===== src/rtl/serial_pattern_detector.sv =====
// serial_pattern_detector
//   Samples the registered serial bit stream coming out of the dflipflop stage
//   and detects a fixed PAT_LEN-bit pattern, first-received bit in the MSB.
//   Emits a one-cycle match pulse and keeps a saturating count of matches.
//   Overlapping or non-overlapping detection is chosen per edge by `overlap`.
//
// Handshake: there is no back-pressure. A bit is consumed on every rising edge
//   where en=1; edges with en=0 leave window, fill and match_count untouched
//   and drive match low.
//
// Ports
//   clock        in   1        rising-edge clock
//   reset        in   1        synchronous, active-high; overrides everything
//   en           in   1        sample enable
//   din          in   1        serial data input
//   overlap      in   1        1 = overlapping detection, 0 = non-overlapping
//   window       out  PAT_LEN  last PAT_LEN sampled bits, LSB newest
//   filled       out  1        fill counter has reached PAT_LEN
//   match        out  1        pattern completed at the previous edge
//   match_count  out  CNT_W    matches since reset, saturating
module serial_pattern_detector #(
  parameter int                 PAT_LEN = 4,
  parameter logic [PAT_LEN-1:0] PATTERN = 4'b1011,
  parameter int                 CNT_W   = 8
) (
  input  logic               clock,
  input  logic               reset,
  input  logic               en,
  input  logic               din,
  input  logic               overlap,
  output logic [PAT_LEN-1:0] window,
  output logic               filled,
  output logic               match,
  output logic [CNT_W-1:0]   match_count
);

  localparam int               FILL_W  = $clog2(PAT_LEN + 1);
  localparam logic [FILL_W-1:0] FULL   = FILL_W'(PAT_LEN);
  localparam logic [CNT_W-1:0]  CNT_MAX = {CNT_W{1'b1}};

  // Number of bits sampled since reset or since a non-overlapping match.
  // A window compare only counts once fill reaches PAT_LEN, so stale bits
  // left in the window after a clear can never produce a false hit.
  logic [FILL_W-1:0]  fill;
  logic [FILL_W-1:0]  fill_inc;
  logic [FILL_W-1:0]  fill_d;
  logic [PAT_LEN-1:0] window_n;
  logic               hit;

  always_comb begin
    window_n = {window[PAT_LEN-2:0], din};
    fill_inc = (fill == FULL) ? FULL : fill + FILL_W'(1);
    hit      = en && (fill_inc == FULL) && (window_n == PATTERN);
    fill_d   = fill;
    if (en) begin
      if (hit) begin
        // Overlapping mode keeps the window armed so the very next bit may
        // complete another match; otherwise PAT_LEN fresh bits are needed.
        fill_d = overlap ? FULL : '0;
      end else begin
        fill_d = fill_inc;
      end
    end
  end

  always_ff @(posedge clock) begin
    if (reset) begin
      window      <= '0;
      fill        <= '0;
      filled      <= 1'b0;
      match       <= 1'b0;
      match_count <= '0;
    end else begin
      if (en) begin
        window <= window_n;
      end
      fill   <= fill_d;
      // Registered copy of (fill == PAT_LEN) so the output is a flop.
      filled <= (fill_d == FULL);
      match  <= hit;
      if (hit && (match_count != CNT_MAX)) begin
        match_count <= match_count + CNT_W'(1);
      end
    end
  end

endmodule


===== config.mk =====
export PLATFORM = sky130hd
export DESIGN_NAME = serial_pattern_detector
export DESIGN_NICKNAME = d
export VERILOG_FILES = /design/src/rtl/serial_pattern_detector.sv
export SDC_FILE = /design/constraint.sdc
export NUM_CORES = 1
export LEC_CHECK = 0
export ABC_AREA = 1
export CORE_MARGIN = 2
export CORE_UTILIZATION = 31
export DETAILED_ROUTE_END_ITERATION = 8
export HOLD_SLACK_MARGIN = 0.05
export PLACE_DENSITY_LB_ADDON = 0.1
export SYNTH_ARGS = -nofsm -noshare
export SYNTH_HDL_FRONTEND = slang
export SYNTH_SLANG_ARGS = --single-unit

===== constraint.sdc =====
create_clock -name clock -period 1.3 [get_ports clock]
set_clock_uncertainty 0.1 [all_clocks]
set_input_delay 0.26 -clock clock [delete_from_list [all_inputs] [get_ports clock]]
set_output_delay 0.26 -clock clock [all_outputs]
set_load 0.05 [all_outputs]

# [Word-level counts from Yosys, hierarchy flattened]
# Cells that the tools add are included.
[classes] eq_ne=5 addsub=2 reduce_logical=3 n_mux=4
[op_table] operator="2-to-1 mux 3 bit" count=4
[op_table] operator="== test 3 bit, second input constant" count=3
[op_table] operator="adder 8 x 1 -> 8 bit, second input constant" count=1
[op_table] operator="inequality test 8 bit, second input constant" count=1
[op_table] operator="== test 4 bit, second input constant" count=1
[op_table] operator="adder 3 x 1 -> 3 bit, second input constant" count=1
[op_table] operator="logical AND 1 bit" count=3
[word_totals] regBits=17 output_inout_bits=14 word_cells=19

# [Depth between registers and ports, before layout]
[depth] depth_word=8 mapped_depth=10

# [Worst setup path before layout]
# Ideal clock, no wire load.
[synth_timing] path_type="reg-to-reg" from="register match_count[0]" to="register match_count[0]" path_buffers=0 required_time_ns=1.085 setup_ns=0.115 stages_incl_launch_ff=9 arrival_ns=1.551 path_slack_ns=-0.465 cell_sequence="dfxtp_1 -> ha_1 -> nand3_2 -> clkinv_1 -> nand2_2 -> nand3_4 -> inv_2 -> nor2_1 -> nor2_1"
[synth_between] elab_chain_len=2 word_cells_on_any_way=3 cone_classes="add/sub: 1; eq/ne: 1; reduce/logical: 1"
[synth_rtl] element="start, declared" line="34" rtl="output logic [CNT_W-1:0] match_count"
[synth_rtl] element="start signal, assigned" line="82" rtl="match_count <= match_count + CNT_W'(1);"
[synth_rtl] element="parallel branches: the longest is 2 deep, another holds adder 8 x 1 -> 8 bit"
# Parallel ways; which one is timed is not known.
# A chain may end at the register's enable or synchronous reset.

# [Worst setup path in the final report]
[layout_timing] from="register fill[0]" to="register match_count[7]"
[layout_between] elab_chain_len=6 word_cells_on_any_way=7 cone_classes="add/sub: 1; eq/ne: 2; mux: 1; reduce/logical: 3"
[layout_rtl] element="start, declared" line="44" rtl="logic [FILL_W-1:0] fill;"
[layout_rtl] element="start signal, assigned" line="77" rtl="fill <= fill_d;"
[layout_rtl] element="adder 3 x 1 -> 3 bit / == test 3 bit (equally long branches)" line="52" rtl="fill_inc = (fill == FULL) ? FULL : fill + FILL_W'(1);"
[layout_rtl] element="2-to-1 mux 3 bit *" line="52"
[layout_rtl] element="== test 3 bit *" line="53" rtl="hit = en && (fill_inc == FULL) && (window_n == PATTERN);"
[layout_rtl] element="logical AND 1 bit * (2 in a row)" line="53"
[layout_rtl] element="logical AND 1 bit *" line="81" rtl="if (hit && (match_count != CNT_MAX)) begin"
# Every way passes the cells marked *; elsewhere a longest branch is shown, timed or not.

==> results.json <==
{
  "status": "finished, violations left",
  "violations": "setup timing",
  "seq_power_share_pct": 47.2,
  "drc_errors": 0,
  "timing.critical_path.cells": "ha_2 -> nor2_4 -> nor2_8 -> buf_12 -> nor2_8 -> nand3_2 -> a21oi_2",
  "first_global_vias": 940,
  "switching_share_pct": 31.3,
  "htreeDepth": 1,
  "ys_seq_area_share_pct": 34.5,
  "syn_area_um2": 986,
  "cts_buffer_depth": 2,
  "leakagePower_nw": 0.710,
  "hp-class": "reg -> reg",
  "fmax_ghz": 0.695,
  "finish.utilization_pct": 56.8,
  "rows": 20,
  "cts_sinks": 17,
  "viasPerCell": 4.36,
  "grt_use_total_pct": 15.2,
  "post-route-period-util_pct": 111,
  "worstPathRequired_ns": 1.44,
  "crit_family": "simple AND/OR/NAND/NOR gates",
  "cts-buffers-inserted": 3,
  "mostFrequentLayoutCell": "nand2_1",
  "first_iter_violations": 14,
  "gp_congestion": 0.748,
  "start_kind": "flop",
  "die_area_mm2": 0.00365,
  "cp_max_fo": 5,
  "antenna_found_initial": 0,
  "placed_area_mm2": 0.00160,
  "avgRoutedWirePerCell_um": 11.0,
  "cts_tree": "done",
  "design_area_mm2": 0.00172,
  "ant_nets": 0,
  "clkSlewWorstSetupHoldPaths_ns": 0.11,
  "cellInternalPower_mw": 0.800,
  "cts-root-buf": "clkbuf_4",
  "worstMarginPinSlew_ns": 0.234,
  "critPathBufInv": 1,
  "relSlewSlack_pct": 84.2,
  "crit_arrival_ns": 1.58,
  "final_cell_mix": "nand2_1, buf_12, nor2_1",
  "die_y_um": 60.4,
  "grt_overflow": 0,
  "synth.top_cells.by_area": "dfxtp_1, nand2_1, nor2_1, nand3_1, a21oi_2",
  "finalHoldViolations": 0,
  "clkPwrFrac_pct": 26.4,
  "pwr-share-comb_pct": 26.3,
  "hpwl_mm": 1.76,
  "crit_top_cell": "nor2_8",
  "final.fill_count": 290,
  "ys_warn_count": 0,
  "hold_buffers": 0,
  "cap_viol_max_count": 0,
  "die_x_um": 60.4,
  "setup.worst_path.end_class": "flop",
  "syn_nets": 138,
  "nets": 182,
  "vias": 947,
  "finalCriticalPeriod_ns": 1.44,
  "synthDistinctLibCells": 25,
  "p_sw_mw": 0.365,
  "netlist.area_leader.share_pct": 34.5,
  "finalSetupViolCount": 14,
  "peakVddDrop_uv": 412,
  "diodes": 0,
  "p_per_area_mw_per_mm2": 678,
  "core_mm2": 0.00303,
  "fin_ws_ns": -0.138,
  "io_buffers": 18,
  "start_util_pct": 32.6,
  "boundaryPins": 19,
  "drt-total-wl_mm": 2.38,
  "grt_pass1_wl_mm": 4.11,
  "synth_top_area_cell": "dfxtp_1",
  "path_class": "reg -> reg",
  "max_stage_delay_ns": 0.35,
  "drive_above_1_share_pct": 52.0,
  "postSynthCellCount": 130,
  "rsz0062_at_grt": "true",
  "cp_slowest_cell": "dfxtp_2",
  "grt_start_max_net_pins": 10,
  "drv_slew": 0,
  "area_growth_pct": 74.4,
  "ys_ff_latch": 17,
  "drtPass1Iterations": 4,
  "hold_slack_ns": 0.403,
  "syn_area_per_cell_um2": 7.58,
  "clock_latency_ns": 0.31
}
## through the flow
step                      TNS [ns]  setup slack, ns  instances  power (mW)
after floorplan             -0.681          -0.0844        130       0.732
after global placement       -4.45           -0.386        209       0.832
after detailed placement     -4.60           -0.390        209       0.835
after CTS                    -1.52           -0.159        216        1.17
after global routing         -2.51           -0.244        217        1.22
final                        -1.34           -0.138        217        1.17
## layout make-up
cell class | instances | area, um2 | area share [%]
Tap cell | 44 | 55.1 | 3.20
Inverter | 16 | 60.1 | 3.49
Timing Repair Buffer | 40 | 544 | 31.7
Clock buffer | 4 | 26.3 | 1.53
Sequential cell | 17 | 367 | 21.3
Multi-Input combinational cell | 96 | 667 | 38.8
## sequential cells by signal, indices dropped and copies added (netlist names)
register     cells
match_count      8
filled           1
fill             3
window           4
match            1
## worst reg2reg max path, delay by kind of cell (launching register included)
| family | cells | cell delay [ns] |
|---|---|---|
| compound gates | 1 | 0.14 |
| buf+inv | 1 | 0.13 |
| simple gates | 4 | 0.46 |
| flops | 1 | 0.35 |
| fa+ha+maj | 1 | 0.21 |
## cells by family after synthesis
kind of cell / synth area share [%]
and+or+nand+nor: 39.7
AOI/OAI and AO/OA: 11.7
xor gates and xnor gates: 2.67
DFF: 34.5
buffers and inverters: 7.61
adders and majority gates: 3.81
## Yosys cell counts
cell / count
buf_6: 1
xnor2_1: 2
nand3_2: 2
nand2_2: 3
a21oi_1: 5
clkbuf_1: 1
nor2_8: 2
a21oi_2: 5
ha_1: 3
dfxtp_1: 17
nor2_1: 16
nor2_4: 3
nand3_4: 1
inv_1: 11
inv_2: 4
nand2_1: 29
nand3b_1: 2
xor2_1: 1
nand2_4: 2
o21ai_0: 6
nor3_1: 1
o21ai_2: 1
o21bai_1: 1
nand3_1: 10
clkinv_1: 1
## per-layer routing
layer  vias to the layer above  global-route usage, %  share of wire, %
met3                         5                   2.13               3.4
met1                       428                   21.1                50
met4                         0                   6.67               1.9
met5                         -                      0                 0
li1                        499                      -                 -
met2                        15                   23.4                44
## path summary, 6_finish.rpt
path,startpoint,to,slack [ns],depth (start not counted)
max reg2reg,fill[0],match_count[7],-0.14,7
max,fill[0],match_count[7],-0.14,7
min reg2reg,window[1],window[2],0.40,2
min,window[1],window[2],0.40,2
## power groups by stage
stage | Clock [mW] | Sequential (mW) | Combinational (mW)
after floorplan | 0 | 0.589 | 0.143
after global placement | 0 | 0.560 | 0.272
after detailed placement | 0 | 0.561 | 0.274
after CTS | 0.314 | 0.550 | 0.304
after global routing | 0.332 | 0.552 | 0.333
final | 0.308 | 0.550 | 0.307
## timing repair
item,in CTS,in global routing
gates cloned,1,0
resized for setup,7,7
pin swaps,5,8
setup endpoints to repair,16,21
setup buffers,2,1
(Power assumes the default switching activity.)
==> RTL edit, RTL diff (same settings) <==
`CNT_W`: 8 -> 6.
--- a/src/rtl/serial_pattern_detector.sv
+++ b/src/rtl/serial_pattern_detector.sv
@@ -21,7 +21,7 @@
 module serial_pattern_detector #(
   parameter int                 PAT_LEN = 4,
   parameter logic [PAT_LEN-1:0] PATTERN = 4'b1011,
-  parameter int                 CNT_W   = 8
+  parameter int                 CNT_W   = 6
 ) (
   input  logic               clock,
   input  logic               reset,
Interface: changed (resized match_count); port bits go from 19 to 17. No check against the original RTL was run, so the function may have changed too.
==> RTL edit against the original RTL <==
  * The flow still finishes with violations (setup timing)
  * Global-route usage decreased by 2.0 points
  * Cell area decreased by 14%
  * Setup slack got worse by 0.0068 ns
  * Synthesized area decreased by 15%
  * Power decreased by 12%
  * Fmax decreased by 0.47%
  * Combinational power decreased by 12%
  * Routed wire length decreased by 18%
  * First-iteration DRC count decreased by 79%
  * Sequential cell count decreased by 2
  * Synthesized cell count decreased by 14%
  * Via count decreased by 14%
  * Core utilization increased by 1.8 points
==> RTL edit: results (changes against the original RTL) <==
| Metric | Value |
|---|---|
| Status | complete, but fails checks |
| Failing checks | setup timing |
| Reg2reg path depth | 9 (+2) |
| Via count | 815 (-14%) |
| Share of the synthesized area in the top cell type | 35.8% (+1.3 points) |
| Worst-path maximum fanout | 4 (-1) |
| Share of cells above drive strength 1 | 54.9% (+2.9 points) |
| Latest clock arrival within the worst-skew pair | 0.28 ns (-0.03 ns) |
| Final hold slack | 0.404 ns (+0.00137 ns) |
| Synth area leaders | dfxtp_1 36%, nand2_1 9.4%, inv_1 6.7%, nor2_1 5.4%, nor2_4 5.4% |
| Commonest cells post-synth | 21 x nand2_1, 15 x dfxtp_1, 15 x inv_1, 12 x nor2_1 |
| Vias/cell | 4.45 (+2.1%) |
| Port Buf Inserts | 16 (-2) |
| VDD IR max | 0.000542 V (+31%) |
| WL/cell | 10.7 um (-2.3%) |
| Biggest regs | match_count x6, window x4, fill x3 |
| First-pass GRT wire length | 3260 um (-21%) |
| Area after DPL | 1310 um2 (-18%) |
| DRT iter0 DRCs | 3 (-11) |
| Sequential area share after synthesis | 35.8% (+1.3 points) |
| Placed cell count | 175 (-16%) |
| Number of global-route vias before repair | 781 (-17%) |
| Placer congestion estimate | 0.791 (+5.8%) |
| Syn Nets | 120 (-13%) |
| Clock transition at path regs | 0.09 ns (-0.02 ns) |
| FF-to-FF End | match_count[4] |
| Worst slack at placement | -0.362 ns (+0.0287 ns) |
| Post-synthesis cell type count | 23 (-8.0%) |
| H-tree depth | 1 (unchanged) |
| Final setup fails | 10 (-4) |
| PnR worst setup slack | -0.145 ns (-0.00680 ns) |
| Ant diodes | 0 (unchanged) |
| Leak | 0.000621 uW (-13%) |
| Setup TNS | -1.24 ns (+0.0938 ns) |
| NumNets Final | 162 (-11%) |
[RTL edit: timing repair]
action | 4_1_cts | 5_1_grt
hold endpoints to repair | 0 | 0
setup endpoints to repair | 13 | 17
setup buffers | 1 | 4
resized for setup | 21 | 10
pin swaps | 12 | 2
[RTL edit: kinds of logic (layout without fill, tap and decap cells)]
kind of cell    count (synthesis)  count (layout)  share of synthesized area, %
compound gates                 15              15                          9.70
xor+xnor                        3               3                          3.13
fa+ha+maj                       3               3                          4.48
buf+inv                        21              62                          10.3
flops                          15              15                          35.8
simple gates                   55              55                          36.6
[RTL edit: layout make-up]
cell class              count  area (um2)
multi-input cells          76         548
repair buffers             39         472
inverters                  19        73.8
fillers                   235        1040
clock buffers               4        26.3
flip-flops and latches     15         320
well taps                  30        37.5
[RTL edit: metal layers]
| metal | part of all wire [%] | wire (um) | up-vias | global-route usage (%) |
|---|---|---|---|---|
| met2 | 53 | 1030 | 15 | 23.7 |
| met3 | 3.2 | 62 | 4 | 2.33 |
| met4 | 2.1 | 41 | 0 | 7.14 |
| met5 | 0 | 0 | - | 0 |
| met1 | 42 | 824 | 361 | 14.4 |
| li1 | - | - | 435 | - |
[RTL edit: worst min-delay path by stage]
stage,from,endpoint,cells past startpoint
2_1_floorplan,din,window[0],2
3_3_place_gp,window[3],window[3],2
3_5_place_dp,window[3],window[3],2
4_1_cts,window[3],window[3],2
5_1_grt,window[3],window[3],2
6_report,window[3],window[3],2
[RTL edit: where the power goes]
part	total, uW	switching (uW)	internal (uW)
clock network	268	149	119
logic	270	138	132
registers	489	17.0	472
